--- src/rtl/conv3x3_serial_mac_if.sv ---
// ----------------------------------------------------------------------------
// conv3x3_serial_mac_if
// Bundles the window-input handshake, the tap-index/mux return path and the
// result handshake of the serial 3x3 MAC.
//
// Signals:
//   in_valid   upstream -> mac   window data/weights stable at mux inputs
//   in_ready   mac -> upstream   mac idle, able to accept a window
//   cnt        mac -> upstream   tap index 0..8 steering data/weight muxes
//   data_in    upstream -> mac   mux-selected pixel, unsigned
//   weight_in  upstream -> mac   mux-selected weight, two's complement
//   out_valid  mac -> downstream result available
//   out_ready  downstream -> mac result accepted
//   acc_out    mac -> downstream raw signed window sum
//   pix_out    mac -> downstream ReLU/shift/saturated pixel
//
// Modports: master = upstream/downstream side, slave = the MAC.
// ----------------------------------------------------------------------------
interface conv3x3_serial_mac_if #(
    parameter int ACC_W = 21
);
    logic                    in_valid;
    logic                    in_ready;
    logic [3:0]              cnt;
    logic [7:0]              data_in;
    logic [7:0]              weight_in;
    logic                    out_valid;
    logic                    out_ready;
    logic signed [ACC_W-1:0] acc_out;
    logic [7:0]              pix_out;

    modport master (
        output in_valid, data_in, weight_in, out_ready,
        input  in_ready, cnt, out_valid, acc_out, pix_out
    );

    modport slave (
        input  in_valid, data_in, weight_in, out_ready,
        output in_ready, cnt, out_valid, acc_out, pix_out
    );
endinterface

--- src/rtl/conv3x3_serial_mac.sv ---
// ----------------------------------------------------------------------------
// conv3x3_serial_mac
// Serial multiply-accumulate for one 3x3 convolution window. Steps the tap
// index cnt through 0..8, accumulates zext(pixel) * sext(weight) for each
// tap, then presents the raw sum and a ReLU/shift/saturated pixel through a
// valid/ready handshake.
//
// Ports:
//   clk   system clock, rising edge
//   rst   synchronous active-high reset
//   bus   conv3x3_serial_mac_if.slave (see interface header)
//
// ACC_W must match the ACC_W of the connected interface instance.
//
// state | meaning
// ------+------------------------------------------------------------
// IDLE  | in_ready=1, waiting for in_valid; cnt=0
// RUN   | one tap per cycle, cnt 0..8; last tap registers the result
// DONE  | out_valid=1, result held until out_ready
// ----------------------------------------------------------------------------
module conv3x3_serial_mac #(
    parameter int ACC_W     = 21,
    parameter int OUT_SHIFT = 0
) (
    input  logic                       clk,
    input  logic                       rst,
    conv3x3_serial_mac_if.slave        bus
);

    typedef enum logic [1:0] {
        IDLE = 2'd0,
        RUN  = 2'd1,
        DONE = 2'd2
    } state_t;

    localparam logic [3:0] LAST_TAP = 4'd8;

    state_t                  state_q, state_d;
    logic [3:0]              cnt_q;
    logic signed [ACC_W-1:0] acc_q;
    logic signed [ACC_W-1:0] acc_out_q;
    logic [7:0]              pix_q;
    logic                    out_valid_q;

    logic signed [16:0]      prod;
    logic signed [ACC_W-1:0] sum_next;
    logic signed [ACC_W-1:0] shifted;
    logic [7:0]              pix_next;

    // Pixel is zero-extended to 9 bits so the product is a true signed 9x8.
    assign prod     = $signed({1'b0, bus.data_in}) * $signed(bus.weight_in);
    assign sum_next = acc_q + {{(ACC_W-17){prod[16]}}, prod};
    assign shifted  = sum_next >>> OUT_SHIFT;

    always_comb begin
        pix_next = 8'd0;
        if (sum_next[ACC_W-1]) begin
            pix_next = 8'd0;
        end else if (shifted > ACC_W'(255)) begin
            pix_next = 8'hFF;
        end else begin
            pix_next = shifted[7:0];
        end
    end

    always_comb begin
        state_d = state_q;
        case (state_q)
            IDLE: if (bus.in_valid)       state_d = RUN;
            RUN:  if (cnt_q == LAST_TAP)  state_d = DONE;
            DONE: if (bus.out_ready)      state_d = IDLE;
            default:                      state_d = IDLE;
        endcase
    end

    always_ff @(posedge clk) begin
        if (rst) begin
            state_q <= IDLE;
        end else begin
            state_q <= state_d;
        end
    end

    always_ff @(posedge clk) begin
        if (rst) begin
            cnt_q       <= 4'd0;
            acc_q       <= '0;
            acc_out_q   <= '0;
            pix_q       <= 8'd0;
            out_valid_q <= 1'b0;
        end else begin
            case (state_q)
                IDLE: begin
                    if (bus.in_valid) begin
                        cnt_q <= 4'd0;
                        acc_q <= '0;
                    end
                end
                RUN: begin
                    acc_q <= sum_next;
                    if (cnt_q == LAST_TAP) begin
                        acc_out_q   <= sum_next;
                        pix_q       <= pix_next;
                        out_valid_q <= 1'b1;
                        cnt_q       <= 4'd0;
                    end else begin
                        cnt_q <= cnt_q + 4'd1;
                    end
                end
                DONE: begin
                    if (bus.out_ready) begin
                        out_valid_q <= 1'b0;
                    end
                end
                default: begin
                    cnt_q       <= 4'd0;
                    out_valid_q <= 1'b0;
                end
            endcase
        end
    end

    assign bus.in_ready  = (state_q == IDLE);
    assign bus.cnt       = cnt_q;
    assign bus.out_valid = out_valid_q;
    assign bus.acc_out   = acc_out_q;
    assign bus.pix_out   = pix_q;

endmodule

--- src/flat_wrapper.sv ---
// flat-port wrapper written by rule: the top's interface ports become plain ports
module conv3x3_serial_mac_flat 
#(
    parameter int ACC_W     = 21,
    parameter int OUT_SHIFT = 0
)
  (clk, rst, bus_in_valid, bus_data_in, bus_weight_in, bus_out_ready, bus_in_ready, bus_cnt, bus_out_valid, bus_acc_out, bus_pix_out);
  conv3x3_serial_mac_if #(.ACC_W(ACC_W)) bus_i ();
  input  logic clk;
  input  logic rst;
  input wire logic [$bits(bus_i.in_valid)-1:0] bus_in_valid;
  input wire logic [$bits(bus_i.data_in)-1:0] bus_data_in;
  input wire logic [$bits(bus_i.weight_in)-1:0] bus_weight_in;
  input wire logic [$bits(bus_i.out_ready)-1:0] bus_out_ready;
  output wire logic [$bits(bus_i.in_ready)-1:0] bus_in_ready;
  output wire logic [$bits(bus_i.cnt)-1:0] bus_cnt;
  output wire logic [$bits(bus_i.out_valid)-1:0] bus_out_valid;
  output wire logic [$bits(bus_i.acc_out)-1:0] bus_acc_out;
  output wire logic [$bits(bus_i.pix_out)-1:0] bus_pix_out;
  assign bus_i.in_valid = bus_in_valid;
  assign bus_i.data_in = bus_data_in;
  assign bus_i.weight_in = bus_weight_in;
  assign bus_i.out_ready = bus_out_ready;
  assign bus_in_ready = bus_i.in_ready;
  assign bus_cnt = bus_i.cnt;
  assign bus_out_valid = bus_i.out_valid;
  assign bus_acc_out = bus_i.acc_out;
  assign bus_pix_out = bus_i.pix_out;
  conv3x3_serial_mac #(.ACC_W(ACC_W), .OUT_SHIFT(OUT_SHIFT)) u_core (.clk(clk), .rst(rst), .bus(bus_i));
endmodule
--- config.mk ---
export PLATFORM = sky130hd
export DESIGN_NAME = conv3x3_serial_mac_flat
export DESIGN_NICKNAME = d
export VERILOG_FILES = /design/src/rtl/conv3x3_serial_mac_if.sv /design/src/rtl/conv3x3_serial_mac.sv /design/src/flat_wrapper.sv
export SDC_FILE = /design/constraint.sdc
export NUM_CORES = 1
export LEC_CHECK = 0
export ABC_AREA = 1
export BUFFER_PORTS_ARGS = -buffer_cell sky130_fd_sc_hd__buf_2
export CAP_MARGIN = 20
export CORE_MARGIN = 4
export CORE_UTILIZATION = 50
export CTS_CLUSTER_DIAMETER = 40
export CTS_CLUSTER_SIZE = 40
export DETAILED_ROUTE_END_ITERATION = 8
export PLACE_DENSITY = 0.69
export SLEW_MARGIN = 20
export SYNTH_ARGS = -nofsm -noshare
export SYNTH_HDL_FRONTEND = slang
export SYNTH_SLANG_ARGS = --single-unit
export TNS_END_PERCENT = 20
--- constraint.sdc ---
create_clock -name clk -period 14.3 [get_ports clk]
set_clock_uncertainty 0.05 [all_clocks]
set_input_delay 0 -clock clk [delete_from_list [all_inputs] [get_ports clk]]
set_output_delay 0 -clock clk [all_outputs]
set_load 0.01 [all_outputs]
* Yosys cells after proc, flatten, opt, wreduce, memory -nomap -nowiden
Index checks and enable logic that the tools add are counted.
** Cells by class
- Eq/ne operators :: 6
- Reduce and logical (&&, ||, !) cells :: 7
- Shifts and indexed selects :: 0
- Multipliers :: 1
- Mux-type cells :: 14
- Bitwise logic cells :: 2
- $lt $le $gt $ge :: 1
- Div/mod/pow operators :: 0
- $add $sub $neg :: 2
** Operators by type and width (count)
- one-hot mux 21 bit (2 select lines) :: 1
- adder 21 bit :: 1
- greater-than comparator 21 x 9 -> 1 bit (second input constant) :: 1
- 2-to-1 mux 21 bit :: 1
- multiplier 9 x 8 -> 17 bit :: 1
- 2-to-1 mux 8 bit :: 2
- one-hot mux 4 bit (3 select lines) :: 1
- 2-to-1 mux 4 bit :: 2
- 2-to-1 mux 2 bit :: 3
- one-hot mux 2 bit (3 select lines) :: 1
- AND reduction 2 bit :: 3
- AND reduction 3 bit :: 2
- adder 4 x 1 -> 4 bit (second input constant) :: 1
- equality test 4 bit (second input constant) :: 1
- inequality test 2 bit (second input constant) :: 2
- one-hot mux 1 bit (3 select lines) :: 1
- equality test 2 x 1 -> 1 bit (second input constant) :: 1
- equality test 2 bit (second input constant) :: 1
- zero test 2 bit :: 1
- 2-to-1 mux 1 bit :: 2
- inequality test 2 x 1 -> 1 bit (second input constant) :: 1
- inverter 1 bit :: 2
- nonzero test 2 bit :: 1
** Storage, ports and cells
- Memories :: 0
- Memory bits (writable) :: 0
- ROM bits :: 0
- Latch bits :: 0
- Input bits :: 20
- Register bits :: 57
- Word-level logic and storage cells :: 39

* Depth between registers and ports, before layout
Gate-level depths: netlist (run 1).
- Depth after elaboration :: 5
- Mapped depth :: 34
- Gate-level depth less buffers :: 33

* Least setup slack after synthesis (run 1)
Ideal clock, no wire load.
- Kind :: in2reg
- Start point :: input port bus_weight_in[7]
- End point :: register u_core.acc_out_q[20], in the netlist u_core.bus.acc_out[20]
- Stages on the path :: 30
- Data required time :: 14.194 ns
- Setup time :: 0.056 ns
- Arrival time :: 5.420 ns
- Buffers on the path :: 0
- Path slack :: 8.773 ns
- Cell sequence :: clkinv_1 or2_2 fa_1 fa_1 inv_1 fa_1 inv_1 fa_1 inv_1 ha_1 inv_1 nor3_1 a21oi_1 o21ai_0 a21oi_1 nor2_1 nor2_1 xor2_1 ha_1 nand2_1 nand2_1 o21bai_1 a21oi_1 nand2_1 a21oi_1 nand3_1 nand2_2 nor2_8 or2_1 inv_1
** Between the ends
- Longest elaborated chain between the ends :: 2
** RTL lines
- from (decl) :: RTL line flat_wrapper.sv:13 : input wire logic [$bits(bus_i.weight_in)-1:0] bus_weight_in;
- multiplier 9 x 8 -> 17 bit :: RTL line conv3x3_serial_mac.sv:51 : assign prod = $signed({1'b0, bus.data_in}) * $signed(bus.weight_in);
- adder 21 bit :: RTL line conv3x3_serial_mac.sv:52 : assign sum_next = acc_q + {{(ACC_W-17){prod[16]}}, prod};
- to (signal assigned) :: RTL line conv3x3_serial_mac.sv:102 : acc_out_q <= sum_next;
- to (decl) :: RTL line conv3x3_serial_mac.sv:41 : logic signed [ACC_W-1:0] acc_out_q;
Every way passes these cells.
A chain may end at the register's enable or synchronous reset.

* Final worst setup path (run 1)
- Start point :: input port bus_weight_in[7]
- End point :: register u_core.pix_q[0], in the netlist u_core.bus.pix_out[0]
** Between the ends
- Longest elaborated chain between the ends :: 5
** RTL lines
- multiplier 9 x 8 -> 17 bit (*) :: RTL line conv3x3_serial_mac.sv:51
- adder 21 bit (*) :: RTL line conv3x3_serial_mac.sv:52
- greater-than comparator 21 x 9 -> 1 bit :: RTL line conv3x3_serial_mac.sv:59 : end else if (shifted > ACC_W'(255)) begin
- 2-to-1 mux 8 bit :: RTL line conv3x3_serial_mac.sv:59
- 2-to-1 mux 8 bit (*) :: RTL line conv3x3_serial_mac.sv:57 : if (sum_next[ACC_W-1]) begin
- to (signal assigned) :: RTL line conv3x3_serial_mac.sv:103 : pix_q <= pix_next;
- to (decl) :: RTL line conv3x3_serial_mac.sv:42 : logic [7:0] pix_q;
Mark *: on every way between the ends. The rest lies on a longest branch, timed or not.

==> flow_summary.json, run 1 <==
{
  "status": "finished, final reports clean",
  "crit_top_cell": "nand2_1",
  "cp_max_fo": 9,
  "crit-reg2reg-capture": "u_core.bus.pix_out[0]",
  "firstDrtPassIters": 5,
  "peakVddDrop_mv": 0.113,
  "grt_pass1_vias": 5055,
  "synth_top_area_cell": "dfxtp_1",
  "via_per_inst": 4.94,
  "ys_types": 36,
  "wire_per_inst_um": 12.6,
  "ff_latch_area_mm2": 0.00114,
  "grt_setup_unrepaired": "no",
  "dieWidth_um": 117,
  "fin_tns_setup_ns": 0,
  "yosysWarnings": 0,
  "grt_max_degree": 46,
  "drt-initial-drc-count": 248,
  "relSlewSlack": 0.355,
  "grt_pass1_wl_mm": 23.2,
  "worstRegToRegCells": 16,
  "drive_above_1_share": 0.121,
  "wl_mm": 13.3,
  "syn_nets": 997,
  "hold_path_depth": 3,
  "fin_cells": 1062,
  "gp_congestion": 0.864,
  "final_max_slew_viol_count": 0,
  "clock.fmax_mhz": 169,
  "postCtsSetupRepairBufs": 0,
  "h-tree-depth": 3,
  "power_density_mw_per_mm2": 185,
  "synth_seq_cells": 57,
  "cts.sinks": 57,
  "vias": 5250,
  "layout.nets": 1037,
  "cp-start-kind": "input pin",
  "setup_viol": 0,
  "chipHeight_um": 117,
  "cp-startpoint": "bus_weight_in[7]",
  "slowest_delay_ns": 0.55,
  "gr-total-overflow": 0,
  "layout_common_cells": "241 x nand2_1, 189 x inv_1, 65 x ha_1",
  "fin_util": 0.575,
  "min_path_type": "in -> reg",
  "cts_inserted_buffers": 9,
  "coreArea_mm2": 0.0115,
  "path_clk_slew_ns": 0.06,
  "multi_input_area_mm2": 0.00392,
  "antennaDiodeCount": 0,
  "drcViolationCount": 0,
  "worstPathArrival_ns": 6.05,
  "synth_area_mm2": 0.00591,
  "slowest_stage": "fa_1",
  "cp-end-kind": "flop",
  "io_pins": 55,
  "p_leak_nw": 3.88,
  "antenna_found_initial": 0,
  "cp-endpoint": "u_core.bus.pix_out[0]",
  "synth_top_area_share": 0.193,
  "finalCritPeriodShare": 0.413,
  "grt.total_usage": 0.212,
  "finalHoldViolations": 0,
  "clk_path_buf_depth": 2,
  "syn_to_final_growth_pct": 11.6,
  "cts_tree": "yes",
  "worst_hold_slack_ns": 0.185,
  "min_period_ns": 5.91,
  "r2r-start": "u_core.acc_q[0]",
  "ant_nets": 0,
  "rrSetupSlack_ns": 11.66,
  "required_ns": 14.44,
  "num_rows": 39,
  "path_class": "in -> reg",
  "io_buffers": 54,
  "tightest_slew_ns": 0.966,
  "initial_core_util": 0.515,
  "synth_cells": 874,
  "hpwl_mm": 10.6,
  "seq_area_frac_synth": 0.193,
  "clk_latency_ns": 0.33,
  "die-area_mm2": 0.0136,
  "final_common_cell": "nand2_1",
  "synth_area_leaders": "dfxtp_1 19%, nand2_1 15%, ha_1 14%, fa_1 13%, inv_1 12%",
  "avgSynthCellArea_um2": 6.76,
  "dp_cells": 1044,
  "max_cap_violations": 0,
  "n_fill_cell": 1162,
  "cts-root-buf": "clkbuf_16"
}
state kept, by name, summed over array words and instances (netlist names):
register	count
u_core.bus.pix_out	8
u_core.state_q	2
u_core.bus.acc_out	21
u_core.acc_q	21
u_core.bus.cnt	4
u_core.bus.out_valid	1
cell families (layout without fill, tap and decap cells):
group | Yosys count | after routing | share of synthesized area
adders and majority gates | 103 | 103 | 0.266
and+or+nand+nor | 370 | 370 | 0.275
xor gates and xnor gates | 18 | 18 | 0.0267
AOI/OAI and AO/OA | 100 | 100 | 0.0953
buffers and inverters | 226 | 271 | 0.144
DFF | 57 | 57 | 0.193
synth_stat cells (all sizes together):
master	n
nand2	248
inv	196
a21oi	65
ha	65
dfxtp	57
nor2	57
fa	38
clkbuf	29
nand3	29
nand4	17
o21ai	16
xor2	12
o211ai	9
nor3	7
or2	7
xnor2	6
o21bai	4
a211oi	3
nand3b	3
a221oi	1
a31oi	1
clkinv	1
nand2b	1
nor2b	1
o31ai	1
cell type report:
cell class,count,area share
repair buffers,58,0.0463
clock inverters,6,0.0101
clock buffers,10,0.0363
well taps,143,0.0272
flip-flops and latches,57,0.173
inverters,197,0.112
multi-input cells,591,0.595
repair_timing:
item                                   in CTS  in global routing
endpoints found under the hold margin       2                  0
hold buffers                                2                  0
resized for setup                           0                  0
critical path: cells and delay by family:
kind	cells	cell delay, ns
compound gates	4	0.57
xor+xnor	1	0.15
fa+ha+maj	6	2.81
buf+inv	6	0.54
simple gates	16	1.94
worst min-delay path by stage:
stage / start / to / slack [ns]
after floorplan: bus_in_valid / u_core.state_q[0] / 0.1
after global placement: bus_in_valid / u_core.state_q[0] / 0.22
after detailed placement: bus_in_valid / u_core.state_q[0] / 0.23
after CTS: rst / u_core.bus.pix_out[6] / 0.19
after global routing: rst / u_core.acc_q[0] / 0.22
final: rst / u_core.bus.cnt[1] / 0.18
metal layers:
metal / global-route usage / part of all wire / up-vias
met3: 0.0306 / 0.041 / 16
li1: - / - / 2759
met2: 0.361 / 0.46 / 104
met5: 0 / 0 / -
met1: 0.283 / 0.49 / 2371
met4: 0.0505 / 0.012 / 0
per-stage QoR:
stage	total power, W	instance area, µm²	setup slack, ns
after floorplan	0.000814	5910	8.77
after global placement	0.000994	6260	8.24
after detailed placement	0.000993	6260	8.12
after CTS	0.00122	6590	8.40
after global routing	0.00135	6590	7.93
final	0.00122	6590	8.39
power breakdown:
group,internal (W),switching [W]
logic,0.000267,0.000554
clock network,0.000140,0.0000793
registers,0.000174,0.00000853
total,0.000581,0.000642
No activity file was read; power rests on OpenSTA's default activity.
==> run 2: changes to the inputs <==
PLACE_DENSITY = 0.72   (was 0.69)
clock period = 4.9 ns   (was 14.3 ns; I/O delays follow)
==> run 2 against run 1 <==
The flow now finishes with violations (negative setup slack). Non-clock buffer count rose by 91. Utilization rose by 9.1 points. Register-to-register slack got worse by 9.4 ns. Sequential cell count is the same. Sequential power grew to 3.0 times the previous value. Sequential share of layout area is 2.4 points lower. Combinational power grew to 4.4 times the previous value. Cell area increased by 16%. Total power grew to 3.9 times the previous value. Worst setup slack got worse by 8.6 ns. Critical path type unchanged.
==> flow_summary.json, run 2 (synthesized netlist as in run 1, its figures left out) <==
{
  "status": "finished, violations left",
  "violations": "negative setup slack",
  "via_per_inst": 4.89,
  "wire_per_inst_um": 12.6,
  "cp-start-kind": "input pin",
  "fin_tns_setup_ns": -1.69,
  "max_cap_violations": 0,
  "hpwl_mm": 11.2,
  "antennaDiodeCount": 0,
  "slowest_delay_ns": 0.49,
  "dieWidth_um": 117,
  "clk_latency_ns": 0.34,
  "cp-startpoint": "bus_weight_in[7]",
  "clk_path_buf_depth": 2,
  "finalCritPeriodShare": 1.04,
  "cp_max_fo": 8,
  "design_area_mm2": 0.00763,
  "layout.nets": 1129,
  "cts_tree": "yes",
  "n_fill_cell": 1018,
  "path_clk_slew_ns": 0.05,
  "worstRegToRegCells": 18,
  "io_pins": 55,
  "cts-root-buf": "clkbuf_16",
  "initial_core_util": 0.515,
  "crit-reg2reg-capture": "u_core.bus.pix_out[2]",
  "worstPathArrival_ns": 5.21,
  "cts.sinks": 57,
  "chipHeight_um": 117,
  "hold_path_depth": 2,
  "die-area_mm2": 0.0136,
  "drive_above_1_share": 0.271,
  "hold_path_startpoint": "rst",
  "ant_nets": 0,
  "final_common_cell": "nand2_1",
  "peakVddDrop_mv": 0.358,
  "cts_inserted_buffers": 9,
  "h-tree-depth": 3,
  "grt_max_degree": 46,
  "slowest_stage": "fa_1",
  "path_class": "in -> reg",
  "min_period_ns": 5.08,
  "num_rows": 39,
  "gp_congestion": 0.940,
  "grt_pass1_wl_mm": 24.1,
  "min_path_type": "in -> reg",
  "p_leak_nw": 4.34,
  "grt_pass1_vias": 5327,
  "drt-initial-drc-count": 279,
  "clock.fmax_mhz": 197,
  "vias": 5640,
  "final_max_slew_viol_count": 0,
  "gr-total-overflow": 0,
  "place_area_mm2": 0.00690,
  "drcViolationCount": 0,
  "rrSetupSlack_ns": 2.24,
  "setup_viol": 11,
  "syn_to_final_growth_pct": 29.2,
  "pre_cts_ws_ns": -0.591,
  "layout_common_cells": "217 x nand2_1, 182 x inv_1, 97 x buf_4",
  "timing.final.ws_setup_ns": -0.181,
  "power_density_mw_per_mm2": 623,
  "r2r-start": "u_core.acc_q[0]",
  "required_ns": 5.02,
  "grt.total_usage": 0.221,
  "io_buffers": 54,
  "p_total_w": 0.00475,
  "wl_mm": 14.5,
  "hold_path_end": "u_core.bus.pix_out[7]",
  "antenna_found_initial": 0,
  "relSlewSlack": 0.442,
  "coreArea_mm2": 0.0115,
  "finalHoldViolations": 0,
  "firstDrtPassIters": 5,
  "grt_setup_unrepaired": "yes",
  "cp-end-kind": "flop",
  "tightest_slew_ns": 0.837
}
-- run 2: stage by stage --
stage               utilization  cells  hold slack, ns
detailed placement        0.601   1119           0.227
global placement          0.601   1119           0.219
global route              0.665   1153           0.296
floorplan                     -    874          0.0985
CTS                       0.641   1145           0.230
finish                    0.665   1153           0.224
-- run 2: worst max path at each step --
stage,to,slack (ns)
detailed placement,u_core.bus.pix_out[5],-0.59
finish,u_core.bus.pix_out[2],-0.18
global placement,u_core.bus.pix_out[6],-0.57
CTS,u_core.bus.pix_out[2],-0.14
global route,u_core.bus.pix_out[7],-0.49
floorplan,u_core.bus.acc_out[20],-0.16
-- run 2: area by class of cell --
class	instances	area [µm²]	area share
Timing Repair Buffer	149	1020	0.133
Inverter	197	752	0.0986
Sequential cell	57	1140	0.150
Multi-Input combinational cell	592	4260	0.559
Tap cell	143	179	0.0235
Clock buffer	11	233	0.0305
Clock inverter	4	45.0	0.00590
-- run 2: critical path, delay by kind of cell --
kind | cells | cell delay (ns)
AO/OA/AOI/OAI | 4 | 0.40
XOR/XNOR | 1 | 0.16
adder cells (fa/ha/maj) | 6 | 2.55
buffers and inverters | 7 | 0.45
AND/OR/NAND/NOR | 14 | 1.65
-- run 2: layer usage --
metal,vias up,wire length (µm),track usage
met3,21,666,0.0311
met1,2548,6570,0.287
met2,134,7020,0.380
li1,2937,-,-
met4,0,264,0.0650
met5,-,0,0
-- run 2: report_power, final --
| group | total [W] | leakage, nW | switching (W) | internal, W |
|---|---|---|---|---|
| clock | 0.000599 | 0.139 | 0.000212 | 0.000387 |
| combinational | 0.00361 | 3.74 | 0.00198 | 0.00163 |
| sequential | 0.000540 | 0.462 | 0.0000316 | 0.000508 |
-- run 2: timing repair --
action                                 CTS  global route
pin swaps                               19            36
setup endpoints to repair               14            30
gates cloned                             0             1
endpoints found under the hold margin    2             0
hold buffers                             2             0
buffers inserted                         9             7
resized for setup                       19            63
==> run 3: changes to the inputs <==
BUFFER_PORTS_ARGS = -buffer_cell sky130_fd_sc_hd__clkbuf_2   (was -buffer_cell sky130_fd_sc_hd__buf_2)
CORE_UTILIZATION = 55   (was 50)
PLACE_DENSITY = 0.82   (was 0.72)
==> run 3 against run 2 <==
The flow still finishes with violations (negative setup slack). Clock power shrank 7.3%. Utilization grew 7.3 points. Worst hold slack gained 0.19 ns. Sequential share of layout area is essentially flat. Worst setup slack lost 0.047 ns. Sequential power shrank 0.7%. First-iteration DRC count grew 57%. Combinational power is essentially flat. Via count grew 5.7%. Count of clock-buffer cells in the layout shrank 1. Largest cell class unchanged.
==> flow_summary.json, run 3 (synthesized netlist as in run 1, its figures left out) <==
{
  "p_total_w": 0.00472,
  "slowest_delay_ns": 0.53,
  "clkPwrFrac": 0.118,
  "layout_common_cells": "211 x nand2_1, 178 x inv_1, 95 x buf_4",
  "power_density_mw_per_mm2": 617,
  "p_sw_frac": 0.481,
  "grt_pass1_wl_mm": 26.5,
  "grt.total_usage": 0.253,
  "gp_congestion": 0.934,
  "timing.final.ws_setup_ns": -0.229,
  "clk_path_buf_depth": 2,
  "final_common_cell": "nand2_1",
  "min_path_type": "in -> reg",
  "violations": "negative setup slack",
  "max_cap_violations": 0,
  "layout.nets": 1128,
  "slowest_stage": "fa_1",
  "setup_viol": 13,
  "p_leak_nw": 4.32,
  "syn_to_final_growth_pct": 29.6,
  "multi_input_area_mm2": 0.00429,
  "cp-start-kind": "input pin",
  "min_period_ns": 5.13,
  "cts_tree": "yes",
  "antennaDiodeCount": 0,
  "coreArea_mm2": 0.0104,
  "status": "finished, violations left",
  "drcViolationCount": 0,
  "num_rows": 37,
  "grt_max_degree": 46,
  "cts.sinks": 57,
  "p_int_w": 0.00245,
  "antenna_found_initial": 0,
  "hpwl_mm": 11.5,
  "crit_top_cell": "fa_1",
  "fin_tns_setup_ns": -2.18,
  "io_pins": 55,
  "initial_core_util": 0.570,
  "ant_nets": 0,
  "finalHoldViolations": 0,
  "ff_latch_area_mm2": 0.00114,
  "combPwrFrac": 0.769,
  "cts-root-buf": "clkbuf_8",
  "wl_mm": 15.8,
  "dieWidth_um": 112,
  "grt_setup_unrepaired": "yes",
  "p_seq_frac": 0.114,
  "drt-initial-drc-count": 439,
  "via_per_inst": 5.21,
  "vias": 5961,
  "cp-end-kind": "flop",
  "switchingPower_w": 0.00227,
  "clock.fmax_mhz": 195,
  "path_class": "in -> reg",
  "clk_latency_ns": 0.36,
  "tightest_slew_ns": 1.01,
  "worstPathArrival_ns": 5.38,
  "cts_inserted_buffers": 9,
  "wire_per_inst_um": 13.8,
  "grt_pass1_vias": 5898,
  "drive_above_1_share": 0.286,
  "peakVddDrop_mv": 0.442,
  "io_buffers": 54,
  "die-area_mm2": 0.0125,
  "chipHeight_um": 112,
  "finalCritPeriodShare": 1.05,
  "n_fill_cell": 754,
  "gr-total-overflow": 0,
  "hold_path_depth": 2,
  "relSlewSlack": 0.324,
  "path_clk_slew_ns": 0.08,
  "final_max_slew_viol_count": 0,
  "h-tree-depth": 3,
  "required_ns": 5.15,
  "cp_max_fo": 7,
  "worstRegToRegCells": 8,
  "firstDrtPassIters": 6
}
[run 3: area by class of cell]
class / count / share of cell area
clock inverters: 5 / 0.0136
repair buffers: 148 / 0.139
multi-input cells: 592 / 0.560
inverters: 197 / 0.0982
well taps: 136 / 0.0222
clock buffers: 10 / 0.0180
flip-flops and latches: 57 / 0.149
[run 3: power by group through the flow]
stage	registers (W)	logic, W	clock network (W)
2_1_floorplan	0.000536	0.00192	0
3_3_place_gp	0.000542	0.00308	0
3_5_place_dp	0.000544	0.00311	0
4_1_cts	0.000535	0.00329	0.000555
5_1_grt	0.000540	0.00399	0.000574
6_report	0.000536	0.00363	0.000555
[run 3: path summary, 6_finish.rpt]
kind	startpoint	to	slack [ns]
setup / recovery	bus_data_in[3]	u_core.bus.acc_out[20]	-0.23
hold / removal	rst	u_core.acc_q[16]	0.41
setup reg to reg	u_core.state_q[0]	u_core.bus.pix_out[5]	2.10
hold reg to reg	u_core.bus.pix_out[1]	u_core.bus.pix_out[1]	0.42
[run 3: worst max-delay path, delay by kind of cell]
family / cells / cell delay, ns
adder cells (fa/ha/maj): 6 / 2.62
AO/OA/AOI/OAI: 6 / 0.82
AND/OR/NAND/NOR: 9 / 1.04
XOR/XNOR: 1 / 0.19
buffers and inverters: 8 / 0.71
[run 3: repair_timing]
item / in CTS / in global routing
gates cloned: 0 / 1
buffers inserted: 8 / 7
hold buffers: 2 / 0
setup endpoints to repair: 13 / 29
resized for setup: 26 / 96
pin swaps: 21 / 41
endpoints found under the hold margin: 4 / 0
[run 3: metal layers]
layer | part of all wire | wire [µm] | global-route usage | up-vias
li1 | - | - | - | 2931
met1 | 0.42 | 6570 | 0.319 | 2742
met2 | 0.49 | 7770 | 0.436 | 241
met3 | 0.059 | 928 | 0.0375 | 47
met4 | 0.034 | 538 | 0.0941 | 0
met5 | 0 | 0 | 0 | -
[run 3: per-stage QoR]
stage	cells	utilization	area, µm²	hold slack (ns)	setup WS (ns)
CTS	1137	0.706	7320	0.397	-0.113
detailed placement	1112	0.664	6890	0.209	-0.600
finish	1145	0.738	7650	0.410	-0.229
global placement	1112	0.664	6890	0.210	-0.527
floorplan	874	-	6080	0.0985	-0.156
global route	1145	0.738	7650	0.426	-0.540
